$ cat config.mk
export PLATFORM = sky130hd
export DESIGN_NAME = byte_sub_shift_row
export DESIGN_NICKNAME = d
export VERILOG_FILES = /design/src/rtl/aes_pkg.sv /design/src/rtl/aes_sbox_rom.sv /design/src/rtl/byte_sub_shift_row.sv
export SDC_FILE = /design/constraint.sdc
export NUM_CORES = 1
export LEC_CHECK = 0
export ABC_AREA = 1
export BUFFER_PORTS_ARGS = -buffer_cell sky130_fd_sc_hd__buf_4
export CAP_MARGIN = 20
export CORE_ASPECT_RATIO = 1.1
export CORE_UTILIZATION = 48
export DETAILED_ROUTE_END_ITERATION = 8
export PLACE_DENSITY = 0.71
export SLEW_MARGIN = 20
export SYNTH_ARGS = -nofsm -noshare
export SYNTH_HDL_FRONTEND = slang
export SYNTH_SLANG_ARGS = --single-unit
$ cat constraint.sdc
create_clock -name ap_clk -period 4.1 [get_ports ap_clk]
set_input_delay 1.025 -clock ap_clk [delete_from_list [all_inputs] [get_ports ap_clk]]
set_output_delay 1.025 -clock ap_clk [all_outputs]
set_load 0.05 [all_outputs]
$ cat src/rtl/aes_pkg.sv
`default_nettype none
// ------------------------------------------------------------------
// aes_pkg : state encoding, layout constants and S-box for AES stages
// Rev 1.0
// ------------------------------------------------------------------
package aes_pkg;

  localparam int NB     = 4;
  localparam int NBYTES = NB * NB;

  typedef enum logic [4:0] {
    S_IDLE = 5'b00001,
    S_RD   = 5'b00010,
    S_RDL  = 5'b00100,
    S_WR   = 5'b01000,
    S_DONE = 5'b10000
  } state_t;

  // Source byte for ShiftRows: row r of column c comes from column (c+r) mod 4.
  function automatic logic [3:0] src(input logic [3:0] i);
    logic [1:0] row;
    logic [1:0] col;
    row = i[1:0];
    col = i[3:2] + i[1:0];
    return {col, row};
  endfunction

  localparam logic [7:0] SBOX [256] = '{
    8'h63, 8'h7c, 8'h77, 8'h7b, 8'hf2, 8'h6b, 8'h6f, 8'hc5, 8'h30, 8'h01, 8'h67, 8'h2b, 8'hfe, 8'hd7, 8'hab, 8'h76,
    8'hca, 8'h82, 8'hc9, 8'h7d, 8'hfa, 8'h59, 8'h47, 8'hf0, 8'had, 8'hd4, 8'ha2, 8'haf, 8'h9c, 8'ha4, 8'h72, 8'hc0,
    8'hb7, 8'hfd, 8'h93, 8'h26, 8'h36, 8'h3f, 8'hf7, 8'hcc, 8'h34, 8'ha5, 8'he5, 8'hf1, 8'h71, 8'hd8, 8'h31, 8'h15,
    8'h04, 8'hc7, 8'h23, 8'hc3, 8'h18, 8'h96, 8'h05, 8'h9a, 8'h07, 8'h12, 8'h80, 8'he2, 8'heb, 8'h27, 8'hb2, 8'h75,
    8'h09, 8'h83, 8'h2c, 8'h1a, 8'h1b, 8'h6e, 8'h5a, 8'ha0, 8'h52, 8'h3b, 8'hd6, 8'hb3, 8'h29, 8'he3, 8'h2f, 8'h84,
    8'h53, 8'hd1, 8'h00, 8'hed, 8'h20, 8'hfc, 8'hb1, 8'h5b, 8'h6a, 8'hcb, 8'hbe, 8'h39, 8'h4a, 8'h4c, 8'h58, 8'hcf,
    8'hd0, 8'hef, 8'haa, 8'hfb, 8'h43, 8'h4d, 8'h33, 8'h85, 8'h45, 8'hf9, 8'h02, 8'h7f, 8'h50, 8'h3c, 8'h9f, 8'ha8,
    8'h51, 8'ha3, 8'h40, 8'h8f, 8'h92, 8'h9d, 8'h38, 8'hf5, 8'hbc, 8'hb6, 8'hda, 8'h21, 8'h10, 8'hff, 8'hf3, 8'hd2,
    8'hcd, 8'h0c, 8'h13, 8'hec, 8'h5f, 8'h97, 8'h44, 8'h17, 8'hc4, 8'ha7, 8'h7e, 8'h3d, 8'h64, 8'h5d, 8'h19, 8'h73,
    8'h60, 8'h81, 8'h4f, 8'hdc, 8'h22, 8'h2a, 8'h90, 8'h88, 8'h46, 8'hee, 8'hb8, 8'h14, 8'hde, 8'h5e, 8'h0b, 8'hdb,
    8'he0, 8'h32, 8'h3a, 8'h0a, 8'h49, 8'h06, 8'h24, 8'h5c, 8'hc2, 8'hd3, 8'hac, 8'h62, 8'h91, 8'h95, 8'he4, 8'h79,
    8'he7, 8'hc8, 8'h37, 8'h6d, 8'h8d, 8'hd5, 8'h4e, 8'ha9, 8'h6c, 8'h56, 8'hf4, 8'hea, 8'h65, 8'h7a, 8'hae, 8'h08,
    8'hba, 8'h78, 8'h25, 8'h2e, 8'h1c, 8'ha6, 8'hb4, 8'hc6, 8'he8, 8'hdd, 8'h74, 8'h1f, 8'h4b, 8'hbd, 8'h8b, 8'h8a,
    8'h70, 8'h3e, 8'hb5, 8'h66, 8'h48, 8'h03, 8'hf6, 8'h0e, 8'h61, 8'h35, 8'h57, 8'hb9, 8'h86, 8'hc1, 8'h1d, 8'h9e,
    8'he1, 8'hf8, 8'h98, 8'h11, 8'h69, 8'hd9, 8'h8e, 8'h94, 8'h9b, 8'h1e, 8'h87, 8'he9, 8'hce, 8'h55, 8'h28, 8'hdf,
    8'h8c, 8'ha1, 8'h89, 8'h0d, 8'hbf, 8'he6, 8'h42, 8'h68, 8'h41, 8'h99, 8'h2d, 8'h0f, 8'hb0, 8'h54, 8'hbb, 8'h16
  };

endpackage
`default_nettype wire

$ cat src/rtl/aes_sbox_rom.sv
`default_nettype none
// ------------------------------------------------------------------
// aes_sbox_rom : combinational AES S-box lookup
// Rev 1.0
// ------------------------------------------------------------------
module aes_sbox_rom
  import aes_pkg::*;
(
  input  logic [7:0] din,
  output logic [7:0] dout
);

  assign dout = SBOX[din];

endmodule
`default_nettype wire

$ cat src/rtl/byte_sub_shift_row.sv
`default_nettype none
// ------------------------------------------------------------------
// byte_sub_shift_row : in-place SubBytes + ShiftRows over statemt
// Rev 1.0
// ------------------------------------------------------------------
module byte_sub_shift_row
  import aes_pkg::*;
#(
  parameter int SW = 32
)
(
  input  logic          ap_clk,
  input  logic          ap_rst,
  input  logic          ap_start,
  output logic          ap_done,
  output logic          ap_idle,
  output logic          ap_ready,
  output logic [4:0]    statemt_address0,
  output logic          statemt_ce0,
  output logic          statemt_we0,
  output logic [SW-1:0] statemt_d0,
  input  logic [SW-1:0] statemt_q0,
  output logic [4:0]    statemt_address1,
  output logic          statemt_ce1,
  output logic          statemt_we1,
  output logic [SW-1:0] statemt_d1,
  input  logic [SW-1:0] statemt_q1
);

  state_t     r_state;
  logic [2:0] r_k;
  logic       r_ce;
  logic       r_we;
  logic       r_done;
  logic [4:0] r_addr0;
  logic [4:0] r_addr1;
  logic [7:0] r_d0;
  logic [7:0] r_d1;
  logic [7:0] r_sbuf [NBYTES];

  logic [7:0] w_sb0;
  logic [7:0] w_sb1;
  logic       w_cap;
  logic [2:0] w_cap_k;
  logic [2:0] w_nk;
  logic       unused_hi;

  assign unused_hi = ^{statemt_q0[SW-1:8], statemt_q1[SW-1:8]};

  aes_sbox_rom u_sbox0 (.din(statemt_q0[7:0]), .dout(w_sb0));
  aes_sbox_rom u_sbox1 (.din(statemt_q1[7:0]), .dout(w_sb1));

  // Read data lags the request by one cycle, so pair k lands during RD(k+1) or RDL.
  always_comb begin
    w_cap   = ((r_state == S_RD) && (r_k != 3'd0)) || (r_state == S_RDL);
    w_cap_k = (r_state == S_RDL) ? 3'd7 : (r_k - 3'd1);
    w_nk    = r_k + 3'd1;
  end

  always_ff @(posedge ap_clk) begin
    if (w_cap) begin
      r_sbuf[{w_cap_k, 1'b0}] <= w_sb0;
      r_sbuf[{w_cap_k, 1'b1}] <= w_sb1;
    end
  end

  always_ff @(posedge ap_clk) begin
    if (ap_rst) begin
      r_state <= S_IDLE;
      r_k     <= 3'd0;
      r_ce    <= 1'b0;
      r_we    <= 1'b0;
      r_done  <= 1'b0;
      r_addr0 <= 5'd0;
      r_addr1 <= 5'd0;
      r_d0    <= 8'd0;
      r_d1    <= 8'd0;
    end else begin
      r_ce    <= 1'b0;
      r_we    <= 1'b0;
      r_done  <= 1'b0;
      r_addr0 <= 5'd0;
      r_addr1 <= 5'd0;
      r_d0    <= 8'd0;
      r_d1    <= 8'd0;
      unique case (r_state)
        S_IDLE: begin
          if (ap_start) begin
            r_state <= S_RD;
            r_k     <= 3'd0;
            r_ce    <= 1'b1;
            r_addr0 <= 5'd0;
            r_addr1 <= 5'd1;
          end
        end
        S_RD: begin
          if (r_k == 3'd7) begin
            r_state <= S_RDL;
            r_k     <= 3'd0;
          end else begin
            r_k     <= w_nk;
            r_ce    <= 1'b1;
            r_addr0 <= {1'b0, w_nk, 1'b0};
            r_addr1 <= {1'b0, w_nk, 1'b1};
          end
        end
        S_RDL: begin
          // First write pair sources bytes 0 and 5, both captured before this edge.
          r_state <= S_WR;
          r_k     <= 3'd0;
          r_ce    <= 1'b1;
          r_we    <= 1'b1;
          r_addr0 <= 5'd0;
          r_addr1 <= 5'd1;
          r_d0    <= r_sbuf[src(4'd0)];
          r_d1    <= r_sbuf[src(4'd1)];
        end
        S_WR: begin
          if (r_k == 3'd7) begin
            r_state <= S_DONE;
            r_k     <= 3'd0;
            r_done  <= 1'b1;
          end else begin
            r_k     <= w_nk;
            r_ce    <= 1'b1;
            r_we    <= 1'b1;
            r_addr0 <= {1'b0, w_nk, 1'b0};
            r_addr1 <= {1'b0, w_nk, 1'b1};
            r_d0    <= r_sbuf[src({w_nk, 1'b0})];
            r_d1    <= r_sbuf[src({w_nk, 1'b1})];
          end
        end
        S_DONE: begin
          r_state <= S_IDLE;
        end
        default: begin
          r_state <= S_IDLE;
          r_k     <= 3'd0;
        end
      endcase
    end
  end

  // Reset blanks the memory port immediately so an aborted write-back stops this cycle.
  assign statemt_ce0      = r_ce & ~ap_rst;
  assign statemt_ce1      = r_ce & ~ap_rst;
  assign statemt_we0      = r_we & ~ap_rst;
  assign statemt_we1      = r_we & ~ap_rst;
  assign statemt_address0 = ap_rst ? 5'd0 : r_addr0;
  assign statemt_address1 = ap_rst ? 5'd0 : r_addr1;
  assign statemt_d0       = ap_rst ? '0 : {{(SW-8){1'b0}}, r_d0};
  assign statemt_d1       = ap_rst ? '0 : {{(SW-8){1'b0}}, r_d1};
  assign ap_done          = r_done & ~ap_rst;
  assign ap_ready         = r_done & ~ap_rst;
  assign ap_idle          = ((r_state == S_IDLE) || ap_rst) && !ap_start;

endmodule
`default_nettype wire

# After elaboration in Yosys (flattened, before gate mapping)
# Memories as Yosys holds them, arrays and structs flattened.
# Index checks and enable logic that the tools add are counted.
totals:
  reg_bits: 37
  ram_bits: 128
  mem_bits_ro: 4096
  input_bits: 67
  output_inout_bits: 81
  wordCells: 79
  mem_count: 3
classes:
  add_sub_neg: 4
  order_cmp: 2
  n_eq_ne: 9
  mux: 30
  bitwise_logic: 9
  n_reduce_logical: 12
mem_list:
  columns: ["name", "words", "word_bits", "rd", "rd_ports_with_merged_regs", "write_ports", "line_no", "rtl"]
  rows:
  - ["(no name shown)", 256, 8, 1, 0, 0, "aes_sbox_rom.sv:13", "assign dout = SBOX[din];"]
  - ["(no name shown)", 256, 8, 1, 0, 0, "aes_sbox_rom.sv:13", null]
  - ["r_sbuf", 16, 8, 4, 0, 2, "byte_sub_shift_row.sv:39", "logic [7:0] r_sbuf [NBYTES];"]
ops:
  columns: ["op", "n"]
  rows:
  - ["$mux 8", 8]
  - ["$pmux 8 s2", 2]
  - ["$mux 5", 5]
  - ["$pmux 5 s4", 1]
  - ["$ge 9x9->1 const B", 2]
  - ["$not 8->9", 2]
  - ["$pmux 4 s3", 1]
  - ["$mux 3", 3]
  - ["$pmux 3 s3", 1]
  - ["$mux 1", 6]
  - ["$reduce_or 2->1", 3]
  - ["$eq 5x1->1 const B", 1]
  - ["$eq 5x2->1 const B", 1]
  - ["$eq 5x3->1 const B", 1]
  - ["$eq 5x4->1 const B", 1]
  - ["$eq 5x5->1 const B", 1]
  - ["$add 2x2->2", 2]
  - ["$mux 4", 1]
  - ["$ne 2x2->1 const B", 2]
  - ["$not 1->1", 4]
  - ["$add 3x1->3 const B", 1]
  - ["$and 1x1->1", 3]
  - ["$eq 3x3->1 const B", 1]
  - ["$pmux 1 s3", 1]
  - ["other kinds (10)", 12]

# Logic depth before layout (Yosys ltp)
# Gate-level depths: netlist of run 1.
logic_depth:
  depth_word: 5
  depth_mapped: 15
  mapped_depth_nobuf: 14

# Modules after synthesis
# Synthesis of run 1 repeated with hierarchy kept, for this count alone.
hier_totals:
  hier_cells: 2002
  hier_area_um2: 13457.9
by_module_without_submodules:
  columns: ["module", "n_inst", "cells_per_inst", "area_per_inst_um2", "seq_area_each_um2"]
  rows:
  - ["byte_sub_shift_row", 1, 731, 7236.9, 4504.3]
  - ["aes_sbox_rom (u_sbox0)", 1, 636, 3128.0, 0.0]
  - ["aes_sbox_rom (u_sbox1)", 1, 635, 3093.0, 0.0]

# Least setup slack after synthesis of run 1
# OpenSTA, ideal clock, no wires.
synth_path:
  path_type: "input to output"
  from: "input port ap_rst"
  to: "output port statemt_address1[0]"
  arrival_ns: 2.428
  required_time_ns: 3.075
  path_slack_ns: 0.647
  path_stages: 4
  path_buffers: 3
  cell_sequence: "clkbuf_1 -> clkbuf_1 -> nor2_1 -> buf_4"
synth_between:
  elab_chain_cells: 1
synth_rtl:
  columns: ["item", "line_no", "rtl"]
  rows:
  - ["from (decl)", "byte_sub_shift_row.sv:13", "input logic ap_rst,"]
  - ["$mux 5", "byte_sub_shift_row.sv:150", "assign statemt_address1 = ap_rst ? 5'd0 : r_addr1;"]
  - ["to (decl)", "byte_sub_shift_row.sv:23", "output logic [4:0] statemt_address1,"]
# Every way passes these cells.

==> results of run 1 <==
==> cell usage in the layout (no fill, tap or decap), types with 16 or more instances in the layout <==
cell type  instances
ha_1              34
o211ai_1          22
buf_4             89
inv_1            102
dfxtp_1           32
clkbuf_16         18
conb_1            51
nand4_1           16
o21ai_0           69
nand3_1          362
nor2_1           206
nand2_1          581
edfxtp_1         128
a21oi_1           85
==> metrics by stage <==
stage | area, µm² | hold slack [ns] | power, mW | utilization | instances
4_1_cts | 13700 | 0.509 | 4.41 | 0.524 | 2261
6_report | 13700 | 0.504 | 4.44 | 0.524 | 2261
5_1_grt | 13700 | 0.539 | 4.61 | 0.524 | 2261
2_1_floorplan | 12900 | 0.460 | 2.67 | - | 1949
3_5_place_dp | 13100 | 0.499 | 2.94 | 0.503 | 2229
3_3_place_gp | 13100 | 0.489 | 2.94 | 0.503 | 2229
==> cell type report <==
| cell class | count | share of cell area |
|---|---|---|
| clock buffer | 20 | 0.0342 |
| clock inverter | 12 | 0.00687 |
| inverter | 116 | 0.0322 |
| multi-input combinational | 1509 | 0.513 |
| sequential | 161 | 0.330 |
| tap | 352 | 0.0322 |
| timing repair buffer | 91 | 0.0518 |
==> cells by family after synthesis <==
family                     Yosys count  synth area share
DFF                                161             0.354
and+or+nand+nor                   1201             0.400
adders and majority gates           34            0.0334
AOI/OAI and AO/OA                  213            0.0935
muxes                                8           0.00629
other                                1          0.000295
buffers and inverters              279             0.111
xor gates and xnor gates             2           0.00197
==> sequential cells by signal (all words and copies together), names as in the netlist <==
| name | count |
|---|---|
| r_sbuf | 128 |
| r_d0 | 8 |
| r_d1 | 8 |
| r_state | 5 |
| r_addr1 | 4 |
| r_addr0 | 3 |
| r_k | 3 |
| r_done | 1 |
| r_we | 1 |
==> worst paths after layout <==
kind,from,endpoint,depth (start not counted)
setup reg to reg,r_k[0],r_sbuf[15][7],7
setup / recovery,statemt_q1[0],r_sbuf[5][7],13
hold / removal,r_k[1],r_k[1],2
hold reg to reg,r_k[1],r_k[1],2
==> metal layers <==
layer,vias to the layer above,wire (µm),global-route usage
met5,-,0,0
met4,0,2670,0.180
met3,222,6150,0.101
met2,1059,19600,0.501
met1,6131,17000,0.435
li1,6235,-,-
==> power by group <==
part | switching (mW) | leakage, nW | total [mW] | internal [mW]
sequential | 0.00520 | 1.42 | 1.81 | 1.80
clock | 0.646 | 0.282 | 1.48 | 0.837
combinational | 0.872 | 4.38 | 1.15 | 0.280
==> critical path, stage by stage <==
cell and delay, ns:
buf_4 0.19, inv_1 0.23, ha_1 0.30, inv_1 0.24, nand3_1 0.39, nand2_1 0.23, nand3_1 0.10, o21ai_0 0.10
inv_1 0.05, nand2_1 0.07, nand3_1 0.07, nand2_1 0.18, inv_1 0.19
==> results by group, run 1 <==
Finish
  – Layout cell share with drive strength beyond 1: 0.0838
  – # diodes: 0
  – Post-layout net count: approximately 2000
  – Area grow syn2layout: 7.42%
  – Register Area: 4510 µm²
  – Multi-input gate area: 7010 µm²
  – # fillers: 2601

Global route
  – Gr usage total: 0.336
  – First-pass GRT wire length: 69.7 mm
  – Initial antenna violation count: 0
  – Vias in the first global route: about 13000
  – Largest net degree at the start of global routing: 61
  – GRT overflow: 0

Yosys
  – Yosys reg bits: 161
  – Asr flop ratio synth: 0
  – Synth cell count leaders: nand2_1 (581), nand3_1 (362), nor2_1 (208)
  – Area contributors post-synth: edfxtp_1 (30%), nand2_1 (17%), nand3_1 (14%)
  – Post-synth EDFFs: 128
  – Mapped Avg Cell Area: 6.70 µm²
  – Syn Std Cell Area: 12700 µm²
  – Synth cell types: 40
  – Yosys top cell by area: edfxtp_1
  – Top FF cell, synth: edfxtp_1
  – Post-Synthesis Cells: 1899
  – Yosys warnings: 0
  – Top-count cell post-synth: nand2_1
  – Seq/Total Area, Yosys: 0.354
  – Share of the synthesized area in the top cell type: 0.302

Clocking
  – Clock buffer depth: 2
  – Cts repair resizes: 0
  – Post-CTS Hold Fix Bufs: 0
  – Num CTS Buffers: 17
  – Num Clock Sinks: 161
  – Post-CTS Setup Bufs: 0
  – CTS tree: built
  – Root buffer cell: clkbuf_16
  – Worst-path clk slew: 0.06 ns
  – Clk_lat worst skew: 0.43 ns
  – Htree depth: 4

Critical path
  – Crit end category: register
  – Critical path startpoint category: primary input
  – Crit Path Class: in -> reg
  – Flop2flop setup slack: 1.03 ns
  – Worst EP required: 4.23 ns
  – WP data arrival: roughly 3.4 ns
  – Max FO, Critical Path: 11

Status
  – Status: complete, but fails checks
  – Failing checks: DRC

Floorplanning
  – Initial Utilization: 0.488
  – Die span in x: 157 µm
  – Total I/O pin count: about 150
  – Rows: 62
  – DIE HEIGHT: around 170 µm
  – Core area: 26100 µm²
  – Die area: about 27000 µm²

Placed design
  – Port bufs: 48
  – Place WS: around 0.64 ns
  – Detailed placement HPWL: about 31 mm
  – Final Wtd Congestion: 1.05

STA
  – Slew @ Worst Pin: 1.03 ns
  – Slew margin rel.: 0.314
  – Setup ws final: 0.852 ns
  – Highest clock rate: 308 MHz
  – Setup Skew: approximately 0.0090 ns
  – Period utilisation layout: 0.792
  – Final hold vios: 0
  – Tmin final: 3.25 ns
  – Setup TNS: 0 ns
  – RSZ-0062 raised after global routing: false
  – Endpoints failing setup: 0
  – Slew Limit Fails: 0

Detailed routing
  – DR vias/cell: about 6.0
  – ANT nets after route: 0
  – Per-cell routed wire length: 20.1 µm
  – Via count of the routed design: 13600
  – Initial drt markers: 1994
  – Residual DRC: 1
  – Drt pass-1 iters: 9
  – Routed wire length: about 45 mm

Pwr
  – Pwr dens: 325 nW/µm²
  – Maximum vdd drop: 0.000312 V
  – Leakage: between 6 and 7 nW

Run
  – Max-Cap Viols: 0

Hold path
  – Worst min path class: reg -> reg
(Power assumes the default switching activity.)
==> run 2, diff against run 1 <==
--- a/config.mk
+++ b/config.mk
@@ -5,13 +5,13 @@
 export SDC_FILE = /design/constraint.sdc
 export NUM_CORES = 1
 export LEC_CHECK = 0
-export ABC_AREA = 1
+export ABC_AREA = 0
 export BUFFER_PORTS_ARGS = -buffer_cell sky130_fd_sc_hd__buf_4
 export CAP_MARGIN = 20
 export CORE_ASPECT_RATIO = 1.1
 export CORE_UTILIZATION = 48
 export DETAILED_ROUTE_END_ITERATION = 8
-export PLACE_DENSITY = 0.71
+export PLACE_DENSITY = 0.7
 export SLEW_MARGIN = 20
 export SYNTH_ARGS = -nofsm -noshare
 export SYNTH_HDL_FRONTEND = slang
==> constraint.sdc (replaced) <==
create_clock -name ap_clk -period 3.2 [get_ports ap_clk]
set_input_delay 0.8 -clock ap_clk [delete_from_list [all_inputs] [get_ports ap_clk]]
set_output_delay 0.8 -clock ap_clk [all_outputs]
set_load 0.05 [all_outputs]
==> run 2 against run 1 <==
Net effect: the run now ends clean; clock-buffer cell count up 10; clock power increased by 60%; area after synthesis increased by 4.1%; sequential cell count unchanged; highest routed layer unchanged.
==> results by group, run 2 <==
Critical path
  – Crit end category: register
  – Max FO, Critical Path: 9
  – Flop2flop setup slack: 0.48 ns
  – Worst EP required: 3.34 ns
  – Critical path startpoint category: primary input
  – Crit Path Class: in -> reg
  – WP data arrival: 3.11 ns

Finish
  – Post-Layout Inst Area: 16100 µm²
  – Area grow syn2layout: 21.6%
  – Max FFs per register: 128
  – Register with the most flip-flops: r_sbuf
  – # fillers: 2344
  – Commonest non-fill, non-tap cell in the layout: buf_4
  – Post-layout net count: 1837
  – Layout cell share with drive strength beyond 1: 0.243
  – Most frequent cells in the layout: buf_4 (310), nand2_1 (131), edfxtp_1 (128)
  – Largest regs: r_sbuf (128), r_d0 (8), r_d1 (8)
  – Layout Cells excl Fill: 2100

Yosys
  – Post-Synthesis Cells: 1543
  – Yosys warnings: 0
  – Mapped Avg Cell Area: 8.58 µm²
  – Top FF cell, synth: edfxtp_1
  – Share of the synthesized area in the top cell type: 0.290
  – Asr flop ratio synth: 0
  – Post-synth EDFFs: 128
  – Seq/Total Area, Yosys: 0.340
  – Syn Std Cell Area: 13200 µm²
  – Synth cell count leaders: nand2_1 (131), edfxtp_1 (128), nor2_1 (118)
  – Yosys top cell by area: edfxtp_1
  – Yosys reg bits: 161
  – Top-count cell post-synth: nand2_1
  – Synth cell types: 84
  – Area contributors post-synth: edfxtp_1 (29%), dfxtp_1 (5.0%), mux4_2 (4.4%)

STA
  – Period utilisation layout: 0.926
  – Slew margin rel.: 0.388
  – Tmin final: 2.96 ns
  – Final hold vios: 0
  – Slew Limit Fails: 0
  – RSZ-0062 raised after global routing: false
  – Setup Skew: 0.0140 ns
  – Slew @ Worst Pin: 0.918 ns
  – Highest clock rate: 338 MHz
  – Endpoints failing setup: 0

Pwr
  – NetSw: 1.97 mW
  – Pwr dens: 403 nW/µm²
  – Reg power frac: 0.357
  – P_int: 4.53 mW
  – Clock network power share: 0.366
  – Combinational power share: 0.277
  – Sw frac: 0.303
  – Maximum vdd drop: approximately 0.00054 V
  – Leakage: 6.13 nW

Floorplanning
  – Total I/O pin count: 148
  – Die span in x: 160 µm
  – Initial Utilization: 0.490
  – Core area: 27000 µm²
  – DIE HEIGHT: 176 µm
  – Rows: 63
  – Die area: ~28000 µm²

Detailed routing
  – ANT nets after route: 0
  – Routed wire length: approximately 54 mm
  – Drt pass-1 iters: 8
  – DR vias/cell: 6.67
  – Per-cell routed wire length: 25.5 µm
  – Via count of the routed design: around 14000
  – Residual DRC: 0
  – Initial drt markers: about 1900

Status
  – Status: finished, final reports clean

Global route
  – Largest net degree at the start of global routing: 63
  – Gr usage total: 0.375
  – Initial antenna violation count: 0
  – First-pass GRT wire length: 80.5 mm
  – Vias in the first global route: 13100
  – GRT overflow: 0

Clocking
  – Root buffer cell: clkbuf_16
  – Clk_lat worst skew: about 0.47 ns
  – Clock buffer depth: 3
  – Worst-path clk slew: 0.05 ns
  – Post-CTS Hold Fix Bufs: 0
  – Num CTS Buffers: 25
  – Cts repair resizes: 0
  – CTS tree: built
  – Htree depth: 4
  – Post-CTS Setup Bufs: 0
  – Num Clock Sinks: around 160

Placed design
  – Placed Area: 15400 µm²
  – Final Wtd Congestion: 1.06
  – Detailed placement HPWL: 38.7 mm
  – Number of instances in the placed design: 2066
  – Port bufs: 48

Hold path
  – Worst min path class: reg -> reg

Run
  – Max-Cap Viols: 0
run 2: metrics by stage:
step	hold WS [ns]	power, mW	worst slack, ns	utilization	setup TNS [ns]
global route	0.551	6.69	0.123	0.596	0
detailed placement	0.498	4.09	-0.226	0.569	-5.80
floorplan	0.468	3.44	-0.638	-	-23.80
CTS	0.522	6.46	0.246	0.595	0
global placement	0.491	4.10	-0.173	0.569	-7.78
finish	0.526	6.50	0.238	0.596	0
run 2: cell families (layout without fill, tap and decap cells):
logic type	after synthesis	after routing	synth area share
buf+inv	235	384	0.0983
compound gates	518	518	0.263
xor+xnor	5	5	0.00388
other cells	1	52	0.000283
mux	40	40	0.0551
fa+ha+maj	34	34	0.0321
flops	161	161	0.340
simple gates	549	549	0.207
run 2: power groups by stage:
stage	logic (mW)	registers, mW	clock network [mW]
4_1_cts	1.73	2.32	2.40
5_1_grt	1.89	2.32	2.48
6_report	1.80	2.32	2.37
2_1_floorplan	1.08	2.36	0
3_5_place_dp	1.73	2.36	0
3_3_place_gp	1.74	2.36	0
run 2: path summary, 6_finish.rpt:
check / start / endpoint / cells past startpoint
worst max-delay path: statemt_q1[0] / r_sbuf[5][0] / 10
worst min-delay path: r_sbuf[0][1] / r_d0[1] / 2
worst max register to register: r_k[0] / r_d0[0] / 8
worst min register to register: r_sbuf[0][1] / r_d0[1] / 2
run 2: final cells by class:
type / count / area, µm² / share of cell area
timing repair buffer: 327 / 2670 / 0.166
inverter: 24 / 90.1 / 0.00559
clock buffer: 30 / 687 / 0.0427
sequential: 161 / 4510 / 0.280
tap: 357 / 447 / 0.0277
antenna: 1 / 2.50 / 0.000155
multi-input combinational: 1197 / 7660 / 0.476
clock inverter: 3 / 41.3 / 0.00256
run 2: metal layers:
| layer | share of wire | GRT usage |
|---|---|---|
| met1 | 0.40 | 0.512 |
| met2 | 0.44 | 0.568 |
| met3 | 0.11 | 0.0839 |
| met4 | 0.042 | 0.168 |
| met5 | 0 | 0 |
run 2: critical path, stage by stage:
cell and delay (ns):
buf_4 0.13, inv_1 0.13, ha_1 0.27, buf_4 0.21, and2_1 0.20, buf_4 0.14
nor3_1 0.19, a2111oi_1 0.15, buf_4 0.17, o41ai_2 0.72
